## src/rtl/lrs_pkg.sv

```systemverilog
// Shared types and default configuration for the load/run/dump sequencer.
// The optional RUN watchdog is enabled by defining LRS_RUN_TIMEOUT_EN.
package lrs_pkg;

    typedef enum logic [2:0] {
        ST_IDLE     = 3'd0,
        ST_LOAD_IM  = 3'd1,
        ST_LOAD_DM  = 3'd2,
        ST_RUN      = 3'd3,
        ST_DUMP_RD  = 3'd4,
        ST_DUMP_OUT = 3'd5
    } lrs_state_e;

    localparam logic [15:0] LRS_DONE_ADDR_DEFAULT      = 16'hFFFF;
    localparam logic [15:0] LRS_DUMP_BASE_DEFAULT      = 16'h0000;
    localparam logic [15:0] LRS_DUMP_LEN_DEFAULT       = 16'd16;
    localparam logic [31:0] LRS_TIMEOUT_CYCLES_DEFAULT = 32'd1_000_000;

    function automatic logic isLoadState(input lrs_state_e s);
        return (s == ST_LOAD_IM) || (s == ST_LOAD_DM);
    endfunction

endpackage

```

## src/rtl/run_watchdog.sv

```systemverilog
// Counts consecutive cycles with enable high and flags expiry on the
// TIMEOUT_CYCLES-th one; only instantiated when LRS_RUN_TIMEOUT_EN is defined.
module run_watchdog
    import lrs_pkg::*;
#(
    parameter logic [31:0] TIMEOUT_CYCLES = LRS_TIMEOUT_CYCLES_DEFAULT
) (
    input  logic clk,
    input  logic rst_n,
    input  logic enable,
    output logic expired
);

    logic [31:0] r_count;
    logic        w_atLimit;

    assign w_atLimit = (r_count == (TIMEOUT_CYCLES - 32'd1));
    assign expired   = enable && w_atLimit;

    // Counter restarts whenever the sequencer leaves RUN.
    always_ff @(posedge clk or negedge rst_n) begin
        if (!rst_n) begin
            r_count <= '0;
        end else if (!enable) begin
            r_count <= '0;
        end else if (!w_atLimit) begin
            r_count <= r_count + 32'd1;
        end
    end

endmodule

```

## src/rtl/load_run_sequencer.sv

```systemverilog
// Loads IM/DM from a host byte stream, releases the processor until it writes
// DONE_ADDR, then streams a DM window back out. Watchdog: LRS_RUN_TIMEOUT_EN.
module load_run_sequencer
    import lrs_pkg::*;
#(
    parameter logic [15:0] DONE_ADDR      = LRS_DONE_ADDR_DEFAULT,
    parameter logic [15:0] DUMP_BASE      = LRS_DUMP_BASE_DEFAULT,
    parameter logic [15:0] DUMP_LEN       = LRS_DUMP_LEN_DEFAULT,
    parameter logic [31:0] TIMEOUT_CYCLES = LRS_TIMEOUT_CYCLES_DEFAULT
) (
    input  logic        clk,
    input  logic        rst_n,
    input  logic        start,
    input  logic [15:0] im_len,
    input  logic [15:0] dm_len,
    input  logic [7:0]  in_data,
    input  logic        in_valid,
    output logic        in_ready,
    output logic [7:0]  out_data,
    output logic        out_valid,
    input  logic        out_ready,
    output logic        proc_rst_n,
    input  logic [15:0] proc_addr,
    input  logic [15:0] proc_wdata,
    input  logic        proc_dm_wr,
    input  logic        proc_im_wr,
    input  logic [7:0]  dm_rdata,
    output logic [15:0] mem_addr,
    output logic [7:0]  mem_wdata,
    output logic        dm_wr,
    output logic        im_wr,
    output logic        busy,
    output logic        timeout
);

    lrs_state_e  r_state;
    logic [15:0] r_imLen;
    logic [15:0] r_dmLen;
    logic [15:0] r_idx;
    logic [15:0] r_dumpIdx;
    logic        r_rdWait;
    logic [7:0]  r_outData;

    logic w_handshake;
    logic w_lastIm;
    logic w_lastDm;
    logic w_doneWrite;
    logic w_lastDump;
    logic w_expired;

    // Handshake flags are straight decodes of the state register.
    assign in_ready   = isLoadState(r_state);
    assign out_valid  = (r_state == ST_DUMP_OUT);
    assign busy       = (r_state != ST_IDLE);
    assign proc_rst_n = (r_state == ST_RUN);
    assign out_data   = r_outData;

    assign w_handshake = in_valid && in_ready;
    assign w_lastIm    = (r_idx == (r_imLen - 16'd1));
    assign w_lastDm    = (r_idx == (r_dmLen - 16'd1));
    assign w_doneWrite = proc_dm_wr && (proc_addr == DONE_ADDR);
    assign w_lastDump  = (r_dumpIdx == (DUMP_LEN - 16'd1));

`ifdef LRS_RUN_TIMEOUT_EN
    logic r_timeout;
    logic w_unusedProcHigh;

    run_watchdog #(
        .TIMEOUT_CYCLES (TIMEOUT_CYCLES)
    ) u_run_watchdog (
        .clk     (clk),
        .rst_n   (rst_n),
        .enable  (r_state == ST_RUN),
        .expired (w_expired)
    );

    assign timeout          = r_timeout;
    assign w_unusedProcHigh = ^proc_wdata[15:8];

    always_ff @(posedge clk or negedge rst_n) begin
        if (!rst_n) begin
            r_timeout <= 1'b0;
        end else if ((r_state == ST_IDLE) && start) begin
            r_timeout <= 1'b0;
        end else if ((r_state == ST_RUN) && !w_doneWrite && w_expired) begin
            r_timeout <= 1'b1;
        end
    end
`else
    logic w_unusedProcHigh;

    assign w_expired        = 1'b0;
    assign timeout          = 1'b0;
    assign w_unusedProcHigh = ^{proc_wdata[15:8], TIMEOUT_CYCLES};
`endif

    // Memory port mux: host bytes while loading, processor while running,
    // dump reader afterwards, idle zeros otherwise.
    always_comb begin
        mem_addr  = 16'h0000;
        mem_wdata = 8'h00;
        dm_wr     = 1'b0;
        im_wr     = 1'b0;
        unique case (r_state)
            ST_LOAD_IM: begin
                mem_addr  = r_idx;
                mem_wdata = in_data;
                im_wr     = in_valid;
            end
            ST_LOAD_DM: begin
                mem_addr  = r_idx;
                mem_wdata = in_data;
                dm_wr     = in_valid;
            end
            ST_RUN: begin
                mem_addr  = proc_addr;
                mem_wdata = proc_wdata[7:0];
                dm_wr     = proc_dm_wr;
                im_wr     = proc_im_wr;
            end
            ST_DUMP_RD: begin
                mem_addr = DUMP_BASE + r_dumpIdx;
            end
            default: begin
            end
        endcase
    end

    // DUMP_RD holds the address for two cycles: one for the DM read latency,
    // one to capture dm_rdata, so out_data is already stable in DUMP_OUT.
    always_ff @(posedge clk or negedge rst_n) begin
        if (!rst_n) begin
            r_state   <= ST_IDLE;
            r_imLen   <= '0;
            r_dmLen   <= '0;
            r_idx     <= '0;
            r_dumpIdx <= '0;
            r_rdWait  <= 1'b0;
            r_outData <= '0;
        end else begin
            unique case (r_state)
                ST_IDLE: begin
                    if (start) begin
                        r_imLen   <= im_len;
                        r_dmLen   <= dm_len;
                        r_idx     <= '0;
                        r_dumpIdx <= '0;
                        if (im_len != 16'd0) begin
                            r_state <= ST_LOAD_IM;
                        end else if (dm_len != 16'd0) begin
                            r_state <= ST_LOAD_DM;
                        end else begin
                            r_state <= ST_RUN;
                        end
                    end
                end
                ST_LOAD_IM: begin
                    if (w_handshake) begin
                        if (w_lastIm) begin
                            r_idx   <= '0;
                            r_state <= (r_dmLen != 16'd0) ? ST_LOAD_DM : ST_RUN;
                        end else begin
                            r_idx <= r_idx + 16'd1;
                        end
                    end
                end
                ST_LOAD_DM: begin
                    if (w_handshake) begin
                        if (w_lastDm) begin
                            r_idx   <= '0;
                            r_state <= ST_RUN;
                        end else begin
                            r_idx <= r_idx + 16'd1;
                        end
                    end
                end
                ST_RUN: begin
                    if (w_doneWrite || w_expired) begin
                        r_dumpIdx <= '0;
                        r_rdWait  <= 1'b0;
                        r_state   <= ST_DUMP_RD;
                    end
                end
                ST_DUMP_RD: begin
                    if (!r_rdWait) begin
                        r_rdWait <= 1'b1;
                    end else begin
                        r_rdWait  <= 1'b0;
                        r_outData <= dm_rdata;
                        r_state   <= ST_DUMP_OUT;
                    end
                end
                ST_DUMP_OUT: begin
                    if (out_ready) begin
                        if (w_lastDump) begin
                            r_dumpIdx <= '0;
                            r_state   <= ST_IDLE;
                        end else begin
                            r_dumpIdx <= r_dumpIdx + 16'd1;
                            r_state   <= ST_DUMP_RD;
                        end
                    end
                end
                default: begin
                    r_state <= ST_IDLE;
                end
            endcase
        end
    end

endmodule

```

## config.mk

```make
export PLATFORM = sky130hd
export DESIGN_NAME = load_run_sequencer
export DESIGN_NICKNAME = d
export VERILOG_FILES = /design/src/rtl/lrs_pkg.sv /design/src/rtl/run_watchdog.sv /design/src/rtl/load_run_sequencer.sv
export SDC_FILE = /design/constraint.sdc
export NUM_CORES = 1
export LEC_CHECK = 0
export ABC_AREA = 1
export BUFFER_PORTS_ARGS = -buffer_cell sky130_fd_sc_hd__buf_2
export CAP_MARGIN = 20
export CORE_ASPECT_RATIO = 1.4
export CORE_UTILIZATION = 45
export DETAILED_ROUTE_END_ITERATION = 8
export PLACE_DENSITY = 0.68
export SLEW_MARGIN = 20
export SYNTH_ARGS = -nofsm -noshare
export SYNTH_HDL_FRONTEND = slang
export SYNTH_SLANG_ARGS = --single-unit
```

## constraint.sdc

```tcl
create_clock -name clk -period 3.4 [get_ports clk]
set_input_delay 0.34 -clock clk [delete_from_list [all_inputs] [get_ports clk]]
set_output_delay 0.34 -clock clk [all_outputs]
set_load 0.01 [all_outputs]
```

# [Word-level counts from Yosys, hierarchy flattened]
# Cells that the tools add are included.
[word_totals] elab_cells=76 in_bits=87 register_bits=76
[op_classes] addsub=4 eq_ne=17 reduce_logical=18 muxes=30
[op_table] operator="$pmux W16 S3" n=3
[op_table] operator="$mux W16" n=8
[op_table] operator="$reduce_bool A16 Y1" n=3
[op_table] operator="$add A16 B1 Y16 const B" n=2
[op_table] operator="$eq A16 B16 Y1" n=2
[op_table] operator="$sub A16 B1 Y16 const B" n=2
[op_table] operator="$mux W3" n=9
[op_table] operator="$pmux W3 S6" n=1
[op_table] operator="$eq A16 B16 Y1 const B" n=1
[op_table] operator="$eq A16 B4 Y1 const B" n=1
[op_table] operator="$pmux W8 S2" n=1
[op_table] operator="$ne A2 B2 Y1 const B" n=6
[op_table] operator="$reduce_bool A3 Y1" n=3
[op_table] operator="$reduce_and A4 Y1" n=2
[op_table] operator="$reduce_and A8 Y1" n=1
[op_table] operator="$eq A3 B2 Y1 const B" n=2
[op_table] operator="$eq A3 B3 Y1 const B" n=2
[op_table] operator="$pmux W1 S2" n=3
[op_table] operator="$reduce_and A2 Y1" n=3
[op_table] operator="$mux W1" n=4
[op_table] operator="$ne A2 B1 Y1 const B" n=2
[op_table] operator="$eq A3 B1 Y1 const B" n=1
[op_table] operator="$logic_not A3 Y1" n=1
[op_table] operator="$logic_and A1 B1 Y1" n=2
[op_table] operator="4 further kinds" n=4

# [Logic depth before layout (Yosys ltp)]
# Gate-level depths: netlist (run 1).
[logic_depth] depth_word=5 mapped_depth=17 depth_no_buf=16

# [Least setup slack after synthesis (run 1)]
# No wires, ideal clock.
[synth_timing] path_type="register to register" startpoint="register r_dmLen[0]" endpoint="register r_idx[14]" setup_ns=0.117 stages_incl_launch_ff=17 n_path_buf=1 arrival_time_ns=1.899 slack_ns=1.385 period_less_slack_ns=2.015 path_cell_list="dfrtp_1 -> inv_1 -> ha_1 -> nand2_2 -> nor2_8 -> nand3_1 -> nand2_1 -> nand2_1 -> nor2_1 -> nand3_1 -> nor2_2 -> nand2_2 -> nand2_4 -> nand2_4 -> buf_6 -> nand3_2 -> nand2_1"
[synth_via] elab_chain_cells=5
[synth_rtl] item="start: declaration" line_no="load_run_sequencer.sv:38" text="logic [15:0] r_dmLen;"
[synth_rtl] item="start signal: assignment" line_no="load_run_sequencer.sv:145" text="r_dmLen <= dm_len;"
[synth_rtl] item="$sub A16 B1 Y16" line_no="load_run_sequencer.sv:60" text="assign w_lastDm = (r_idx == (r_dmLen - 16'd1));"
[synth_rtl] item="$eq A16 B16 Y1" line_no="load_run_sequencer.sv:60"
[synth_rtl] item="$mux W16" line_no="load_run_sequencer.sv:169" text="if (w_lastDm) begin"
[synth_rtl] item="$mux W16" line_no="load_run_sequencer.sv:168" text="if (w_handshake) begin"
[synth_rtl] item="$pmux W16 S3" line_no="load_run_sequencer.sv:141" text="unique case (r_state)"
[synth_rtl] item="end signal: assignment" line_no="load_run_sequencer.sv:163" text="r_idx <= r_idx + 16'd1;"
[synth_rtl] item="end signal: assignment" line_no="load_run_sequencer.sv:173" text="r_idx <= r_idx + 16'd1;"
[synth_rtl] item="end: declaration" line_no="load_run_sequencer.sv:39" text="logic [15:0] r_idx;"
# Every way passes these cells. The select of a mux whose other input is x is not followed.
# A chain may end at the register's enable or synchronous reset.

# [Worst setup path after layout (run 1)]
[layout_timing] startpoint="register r_imLen[0]" endpoint="register r_idx[5]"
[layout_via] elab_chain_cells=5
[layout_rtl] item="start: declaration" line_no="load_run_sequencer.sv:37" text="logic [15:0] r_imLen;"
[layout_rtl] item="start signal: assignment" line_no="load_run_sequencer.sv:144" text="r_imLen <= im_len;"
[layout_rtl] item="$sub A16 B1 Y16" line_no="load_run_sequencer.sv:59" text="assign w_lastIm = (r_idx == (r_imLen - 16'd1));"
[layout_rtl] item="$eq A16 B16 Y1" line_no="load_run_sequencer.sv:59"
[layout_rtl] item="$mux W16" line_no="load_run_sequencer.sv:159" text="if (w_lastIm) begin"
[layout_rtl] item="$mux W16" line_no="load_run_sequencer.sv:158" text="if (w_handshake) begin"
[layout_rtl] item="$pmux W16 S3" line_no="load_run_sequencer.sv:141"
# Every way passes these cells. The select of a mux whose other input is x is not followed.

==> flow_summary.toml, run 1 <==
[synthesis]
synthMuxAreaShare_pct = 2.41
synth_xor_xnor_area_share_pct = 8.37
ys.warnings.count = 0
synthesis.area_um2 = 5610
synthAdderAreaFrac_pct = 0.893
mappedNetlistNets = 873
synthSimpleGateAreaFrac_pct = 34.7
synth_cell_types = 42
synth_top_family_by_area = "simple AND/OR/NAND/NOR gates"
syn_inst = 782
syn_area_per_cell_um2 = 7.17
synth-compound-area-share_pct = 9.28
ys_ff_latch = 76
ys_seq_area_share_pct = 33.9

[floorplan]
die_area_um2 = 12900
initial_core_util_pct = 46.7
fp.dieH_um = 134
rows = 47
ios = 126
core_um2 = 12000
die_x_um = 96.3

[place]
post-dp-hpwl_um = 11800
numPortBuffers = 116
dpl-instance-area_um2 = 6280
gp_congestion = 0.951

[flow_run]
cap_violations = 0

[layout]
antennaDiodeCount = 0
final_cell_area_um2 = 6620
drive_gt1_share_pct = 22.0
final_cell_mix = "nand2_1 (193), buf_2 (115), inv_1 (112), dfrtp_1 (76), nor2_1 (69)"
final_nets = 980
area_growth_pct = 18.1
final_common_cell = "nand2_1"
fill_cells = 1197

[detailed_routing]
route.met2.wl_um = 7500
drt_wl_total_um = 15200
first_pass_iters = 5
viasPerCell = 5.24
vias = 5454
drc_errors = 0
routed.top_layer = "met4"
wl_per_cell_um = 14.6
met1_length_um = 6200
drt_iter0_drc = 245
ant_nets = 0
met3_length_um = 759

[global_route]
overflow = 0
grt_first_pass_wirelength_um = 24300
grt_max_degree = 77
antenna_found_initial = 0
grt_pass1_vias = 5046
grt_use_total_pct = 24.7

[worst_setup_path]
timing.setup.critical_path_class = "register to register"
required_ps = 3630
crit_fanout = 15
r2r_slack_ps = 920
r2r-end = "r_idx[5]$_DFFE_PN0P_"
reg2reg_from = "r_imLen[0]$_DFFE_PN0P_"
cp-start-kind = "register"
cp-startpoint = "r_imLen[0]$_DFFE_PN0P_"
cp.arrival_ps = 2710
end_kind = "register"
ff2ff_path_depth = 13

[pwr]
p_leak_nw = 3.40
powerDensity_nw_per_um2 = 719
ir_drop_mv = 0.391

[sta]
fin_crit_sh_pct = 72.9
setup_viol = 0
final_max_slew_viol_count = 0
slew-limit-headroom_pct = 34.8
rsz0062_at_grt = "false"
final_hold_viol_count = 0
fin_tns_setup_ps = 0
fin_crit_ps = 2480
max_freq_mhz = 404
tightestPinTransition_ps = 976
finalClockSkew_ps = 11.8

[cts]
clk_latency_ps = 340
holdBufCountCts = 0
cts_buffers = 9
cts_tree = "built"
cts_max_level = 3
cts_setup_buffers = 0
clock_sinks = 76
cts-resized-gates = 0
clk_pin_slew_ps = 60
cts_root_buf = "clkbuf_16"
clk_path_buf_depth = 2

[min_path]
min_path_cells = 2
holdCritStartpoint = "dm_rdata[2]"
hp-class = "input pin to register"
min_to = "out_data[2]$_DFFE_PN0P_"

[status]
outcome = "finished, final reports clean"
## layer usage
layer / vias to the layer above / track usage, %
li1: 2747 / -
met1: 2495 / 29.0
met5: - / 0
met2: 167 / 42.0
met3: 45 / 3.68
met4: 0 / 14.3
## where the power goes
part | switching (mW) | internal [mW]
clock network | 0.395 | 0.588
registers | 0.306 | 1.18
logic | 1.44 | 0.863
## kinds of logic (layout without fill, tap and decap cells)
group / Yosys count / in the layout
XOR/XNOR: 52 / 52
AND/OR/NAND/NOR: 408 / 408
adder cells (fa/ha/maj): 4 / 4
AO/OA/AOI/OAI: 82 / 82
flip-flops: 76 / 76
buffers and inverters: 147 / 259
multiplexers: 12 / 12
other: 1 / 1
## final cells by class
type	instances	area (um2)	area share (%)
Sequential cell	76	1900	28.7
Timing Repair Buffer	123	658	9.94
Clock buffer	10	239	3.61
Tap cell	147	184	2.78
Clock inverter	6	62.6	0.945
Multi-Input combinational cell	559	3130	47.2
Inverter	120	450	6.80
## per-stage QoR
stage                     util, %  cells  power (mW)  setup slack, ps  hold WS, ps
final                        55.2   1041        4.76              922          221
after global routing         55.2   1041        5.16              771          218
after detailed placement     52.4   1023        3.78              804          483
after floorplan                 -    782        3.17             1380         44.4
after global placement       52.4   1023        3.75              807          483
after CTS                    54.9   1039        4.79              953          192
## flip-flops by register name (all words and copies together), names as in the netlist
register,cells
r_dmLen,16
r_dumpIdx,16
r_idx,16
r_imLen,16
out_data,8
r_state,3
r_rdWait,1
## cell usage after synthesis (all sizes together)
master | number | area [um2]
nand2 | 200 | 778
inv | 120 | 450
nor2 | 82 | 383
dfrtp | 76 | 1900
nand3 | 70 | 418
xor2 | 32 | 280
o21ai | 29 | 145
a21oi | 21 | 105
nand4 | 21 | 131
xnor2 | 19 | 166
clkbuf | 17 | 66.3
o221ai | 16 | 140
nor3 | 15 | 101
mux2 | 12 | 135
nor4 | 12 | 81.3
buf | 10 | 61.3
a22o | 9 | 78.8
ha | 4 | 50.1
nand3b | 4 | 30.0
o31ai | 4 | 30.0
or2 | 3 | 18.8
and3 | 1 | 6.26
conb | 1 | 3.75
o211ai | 1 | 7.51
o21bai | 1 | 7.51
o22ai | 1 | 6.26
xnor3 | 1 | 22.5
## worst max-delay path, stage by stage, from the launching register on
cell,delay [ps]
dfrtp_1,430
inv_1,140
ha_1,210
nand3_1,160
nor2_2,220
nand3_1,120
xnor2_1,200
nand3b_1,120
nor2_1,130
nand2_1,150
nand2_2,160
nand2_4,160
nand3_1,110
nand2_1,60
## how the worst max path moves through the flow
stage	slack, ps	end	depth (start not counted)
global route	770	r_idx[4]$_DFFE_PN0P_	15
finish	920	r_idx[5]$_DFFE_PN0P_	13
floorplan	1380	r_idx[14]$_DFFE_PN0P_	16
detailed placement	800	r_dumpIdx[15]$_DFFE_PN0P_	9
global placement	810	r_dumpIdx[15]$_DFFE_PN0P_	9
CTS	950	r_idx[5]$_DFFE_PN0P_	15
(Power assumes the default switching activity.)
==> inputs of run 2 (changes only) <==
--- a/config.mk
+++ b/config.mk
@@ -11,7 +11,7 @@
 export CORE_ASPECT_RATIO = 1.4
 export CORE_UTILIZATION = 45
 export DETAILED_ROUTE_END_ITERATION = 8
-export PLACE_DENSITY = 0.68
+export PLACE_DENSITY = 0.71
 export SLEW_MARGIN = 20
 export SYNTH_ARGS = -nofsm -noshare
 export SYNTH_HDL_FRONTEND = slang
==> constraint.sdc (replaced) <==
create_clock -name clk -period 2 [get_ports clk]
set_input_delay 0.2 -clock clk [delete_from_list [all_inputs] [get_ports clk]]
set_output_delay 0.2 -clock clk [all_outputs]
set_load 0.01 [all_outputs]
==> flow_summary.toml, run 2 (synthesized netlist as in run 1, its figures left out) <==
[cts]
clk_latency_ps = 340
clk_path_buf_depth = 2
cts_max_level = 3
clock_sinks = 76
cts_tree = "built"
cts_root_buf = "clkbuf_16"
clk_pin_slew_ps = 60
cts_buffers = 9

[detailed_routing]
drt_iter0_drc = 378
drt_wl_total_um = 16900
ant_nets = 0
drc_errors = 0
vias = 5893
first_pass_iters = 5
wl_per_cell_um = 15.0
viasPerCell = 5.23

[sta]
final_max_slew_viol_count = 0
fin_crit_ps = 2060
fin_tns_setup_ps = -676
setup_slack_ps = -63.4
max_freq_mhz = 485
fin_crit_sh_pct = 103
finalClockSkew_ps = 5.75
setup_viol = 19
final_hold_viol_count = 0
rsz0062_at_grt = "true"

[layout]
final_common_cell = "nand2_1"
drive_gt1_share_pct = 34.0
final_nets = 1065
antennaDiodeCount = 0
area_growth_pct = 35.8
final_cell_mix = "nand2_1 (184), buf_2 (115), inv_1 (106), buf_4 (83), dfrtp_1 (74)"
finalNonFillerCells = 1126

[worst_setup_path]
timing.setup.critical_path_class = "register to register"
crit_fanout = 6
required_ps = 2230
cp.arrival_ps = 2290
cp-start-kind = "register"
r2r_slack_ps = -60
end_kind = "register"

[status]
outcome = "finished, violations left"
violations = "negative setup slack"

[floorplan]
ios = 126
die_area_um2 = 12900
initial_core_util_pct = 46.7
rows = 47
core_um2 = 12000
die_x_um = 96.3
fp.dieH_um = 134

[pwr]
ir_drop_mv = 0.751
powerDensity_nw_per_um2 = 1300
finalPower_mw = 9.87
p_leak_nw = 3.89
p_comb_share_pct = 54.8
power.internal_mw = 5.59
pwr-share-seq_pct = 25.6
p_switching_mw = 4.28
sw_frac_of_total_pct = 43.4
clock_power_share_pct = 19.6

[global_route]
grt_max_degree = 45
grt_use_total_pct = 25.6
antenna_found_initial = 0
overflow = 0
grt_first_pass_wirelength_um = 25400
grt_pass1_vias = 5320

[min_path]
hp-class = "input pin to register"

[place]
gp_congestion = 0.946
dp.cells = 1094
numPortBuffers = 116
post-dp-hpwl_um = 12400

[flow_run]
cap_violations = 0
run 2: cell count changes in the layout (fill, tap and decap cells not counted), sizes merged:
cell      previous run  this run
clkinvlp             0         1
bufinv               1         3
buf                122       205
clkbuf              10        11
clkinv               4         2
nand2              200       201
inv                121       120
run 2: final cells by class:
type	instances	area (um2)
Timing Repair Buffer	207	1310
Sequential cell	76	1900
Clock buffer	10	239
Tap cell	147	184
Inverter	120	450
Clock inverter	6	111
Multi-Input combinational cell	560	3410
Fill cell	1056	4390
run 2: final timing paths:
path                                              from                 endpoint  cells past startpoint
worst max-delay path            r_dmLen[0]$_DFFE_PN0P_   r_state[1]$_DFFE_PN0P_                     17
worst min-delay path                       dm_rdata[1]  out_data[1]$_DFFE_PN0P_                      2
worst max register to register  r_dmLen[0]$_DFFE_PN0P_   r_state[1]$_DFFE_PN0P_                     17
worst min register to register    r_rdWait$_DFFE_PN0P_     r_rdWait$_DFFE_PN0P_                      2
max in group asynchronous                        rst_n   r_state[0]$_DFFE_PN0P_                      3
min in group asynchronous                        rst_n    r_idx[14]$_DFFE_PN0P_                      2
run 2: power groups by stage:
stage,Combinational (mW),Sequential (mW),Clock (mW)
after floorplan,2.96,2.45,0
after global placement,4.58,2.46,0
after detailed placement,4.64,2.48,0
after CTS,4.87,2.46,1.95
after global routing,5.90,2.58,2.01
final,5.41,2.53,1.94
run 2: worst max-delay path: stages, from the launching register on:
cell     delay [ps]
dfrtp_1         400
inv_2           100
buf_6           110
nand3_4         100
nor2_8          200
nand2_2          70
nand2_2          80
nand2_1          50
nand2_1          50
nand2_1          50
nor2_1           80
nand2_1          70
nor2_2          130
nand2_2         110
nand2_8         140
nand3_4          80
nand2_1          90
nand2_1          60
run 2: metrics by stage:
step                setup slack [ps]  hold slack [ps]  utilization (%)  instance area (um2)
floorplan                       7.18            -95.6                -                 5620
global placement               -70.4              190             57.1                 6850
detailed placement              -121              195             57.1                 6850
CTS                            -35.6             84.3             60.9                 7310
global route                    -193             85.0             63.4                 7610
finish                         -63.4             88.8             63.4                 7610
run 2: layer usage:
metal	wire length, um	vias up	GRT usage (%)
met3	823	54	4.37
met5	0	-	0
met2	8370	187	44.1
li1	-	2922	-
met1	6920	2730	30.9
met4	737	0	11.3
run 2: timing repair:
action / 4_1_cts / 5_1_grt
gates resized for setup: 18 / 56
setup endpoints to repair: 31 / 48
setup buffers: 4 / 9
pin swaps: 7 / 20
hold endpoints to repair: 35 / 0
cloned: 0 / 2
hold buffers: 1 / 0
==> inputs of run 3 (changes only) <==
--- a/config.mk
+++ b/config.mk
@@ -11,7 +11,7 @@
 export CORE_ASPECT_RATIO = 1.4
 export CORE_UTILIZATION = 45
 export DETAILED_ROUTE_END_ITERATION = 8
-export PLACE_DENSITY = 0.71
+export PLACE_DENSITY = 0.68
 export SLEW_MARGIN = 20
 export SYNTH_ARGS = -nofsm -noshare
 export SYNTH_HDL_FRONTEND = slang
==> constraint.sdc (replaced) <==
create_clock -name clk -period 2.6 [get_ports clk]
set_input_delay 0.26 -clock clk [delete_from_list [all_inputs] [get_ports clk]]
set_output_delay 0.26 -clock clk [all_outputs]
set_load 0.01 [all_outputs]
==> flow_summary.toml, run 3 (synthesized netlist as in run 1, its figures left out) <==
[worst_setup_path]
path_cells = "inv_1 > ha_1 > nand3_1 > nor2_2 > nand2_1 > xor2_1 > nor2_1 > nand2_1 > nor2_1 > nand2_1 > nand2_2 > nand2_4 > nand3_1 > nand2_1"
critPathBufInv = 1
crit_fanout = 15
slowest_delay_ps = 420
cp.arrival_ps = 2590
path_delay_family = "simple AND/OR/NAND/NOR gates"
cp-start-kind = "register"
required_ps = 2820
crit_path_top_delay_cell = "dfrtp_1"
end_kind = "register"
cp_common_cell = "nand2_1"
timing.setup.critical_path_class = "register to register"

[floorplan]
rows = 47
fp.dieH_um = 134
initial_core_util_pct = 46.7
die_area_um2 = 12900
die_x_um = 96.3
ios = 126
core_um2 = 12000

[sta]
max_freq_mhz = 423
fin_crit_ps = 2360
final_max_slew_viol_count = 0
rsz0062_at_grt = "false"
finalClockSkew_ps = 9.39
holdWs_ps = 150
fin_crit_sh_pct = 91.0
setup_slack_ps = 235
slew-limit-headroom_pct = 49.3
fin_tns_setup_ps = 0
tightestPinTransition_ps = 755
setup_viol = 0
final_hold_viol_count = 0

[detailed_routing]
drt_iter0_drc = 224
viasPerCell = 5.17
drc_errors = 0
vias = 5406
first_pass_iters = 5
drt_wl_total_um = 15100
ant_nets = 0
wl_per_cell_um = 14.5

[cts]
clock_sinks = 76
clk_pin_slew_ps = 60
cts_root_buf = "clkbuf_16"
clk_latency_ps = 340
cts_setup_buffers = 0
cts_max_level = 3
cts_tree = "built"
clk_path_buf_depth = 2
cts_buffers = 9

[global_route]
grt_first_pass_wirelength_um = 24500
antenna_found_initial = 0
overflow = 0
grt_use_total_pct = 24.7
grt_pass1_vias = 5033
grt_max_degree = 49

[place]
numPortBuffers = 116
pre_cts_slack_ps = 248
post-dp-hpwl_um = 11900
gp_congestion = 0.958

[layout]
antennaDiodeCount = 0
final_nets = 985
final_common_cell = "nand2_1"
area_growth_pct = 18.7
drive_gt1_share_pct = 22.4
final_cell_mix = "nand2_1 (193), buf_2 (115), inv_1 (112), dfrtp_1 (76), nor2_1 (69)"

[pwr]
powerDensity_nw_per_um2 = 936
p_leak_nw = 3.42
ir_drop_mv = 0.481
finalPower_mw = 6.23

[flow_run]
cap_violations = 0

[min_path]
hp-class = "input pin to register"

[status]
outcome = "finished, final reports clean"
==> run 3: cell count changes in the layout (fill, tap and decap cells not counted), sizes merged <==
cell | before | now
buf | 205 | 127
bufinv | 3 | 1
clkinv | 2 | 3
nand2 | 201 | 200
clkbuf | 11 | 10
==> run 3: layer usage <==
layer	wire length (um)	part of all wire (%)	global-route usage [%]
met1	6570	43	30.4
met2	7300	48	41.6
met3	653	4.3	3.23
met4	606	4.0	12.7
met5	0	0	0
==> run 3: layout make-up <==
type	instances	area (um2)
sequential	76	1900
timing repair buffer	128	701
tap	147	184
clock buffer	10	239
clock inverter	5	52.6
multi-input combinational	559	3130
fill	1190	5340
inverter	120	450
==> run 3: worst paths after layout <==
kind | start | to | slack (ps) | cells past startpoint
min in group asynchronous | rst_n | r_dumpIdx[12]$_DFFE_PN0P_ | 420 | 2
worst max register to register | r_imLen[0]$_DFFE_PN0P_ | r_idx[2]$_DFFE_PN0P_ | 240 | 14
worst min-delay path | dm_rdata[3] | out_data[3]$_DFFE_PN0P_ | 150 | 2
worst min register to register | out_data[6]$_DFFE_PN0P_ | out_data[6]$_DFFE_PN0P_ | 500 | 1
worst max-delay path | r_imLen[0]$_DFFE_PN0P_ | r_idx[2]$_DFFE_PN0P_ | 240 | 14
max in group asynchronous | rst_n | r_dumpIdx[7]$_DFFE_PN0P_ | 1570 | 3
==> run 3: where the power goes <==
group	switching (mW)	total (mW)	leakage [nW]	internal, mW
clock network	0.488	1.25	0.144	0.758
registers	0.390	1.93	0.966	1.54
logic	1.90	3.05	2.31	1.16
==> run 3: through the flow <==
| stage | utilization, % | cell area [um2] | std cells |
|---|---|---|---|
| after detailed placement | 53.0 | 6350 | 1029 |
| after global routing | 55.5 | 6660 | 1045 |
| final | 55.5 | 6660 | 1045 |
| after CTS | 55.5 | 6660 | 1045 |
| after floorplan | - | 5610 | 782 |
| after global placement | 53.0 | 6350 | 1029 |
==> run 3: repair_timing <==
action | in CTS | in global routing
gates resized for setup | 0 | 0
hold endpoints to repair | 38 | 0
hold buffers | 1 | 0
==> run 3: worst register-to-register path, cell delays in order, from the launching register on <==
cell	delay (ps)
dfrtp_1	420
inv_1	120
ha_1	190
nand3_1	160
nor2_2	210
nand2_1	90
xor2_1	140
nor2_1	100
nand2_1	60
nor2_1	130
nand2_1	140
nand2_2	150
nand2_4	170
nand3_1	120
nand2_1	50
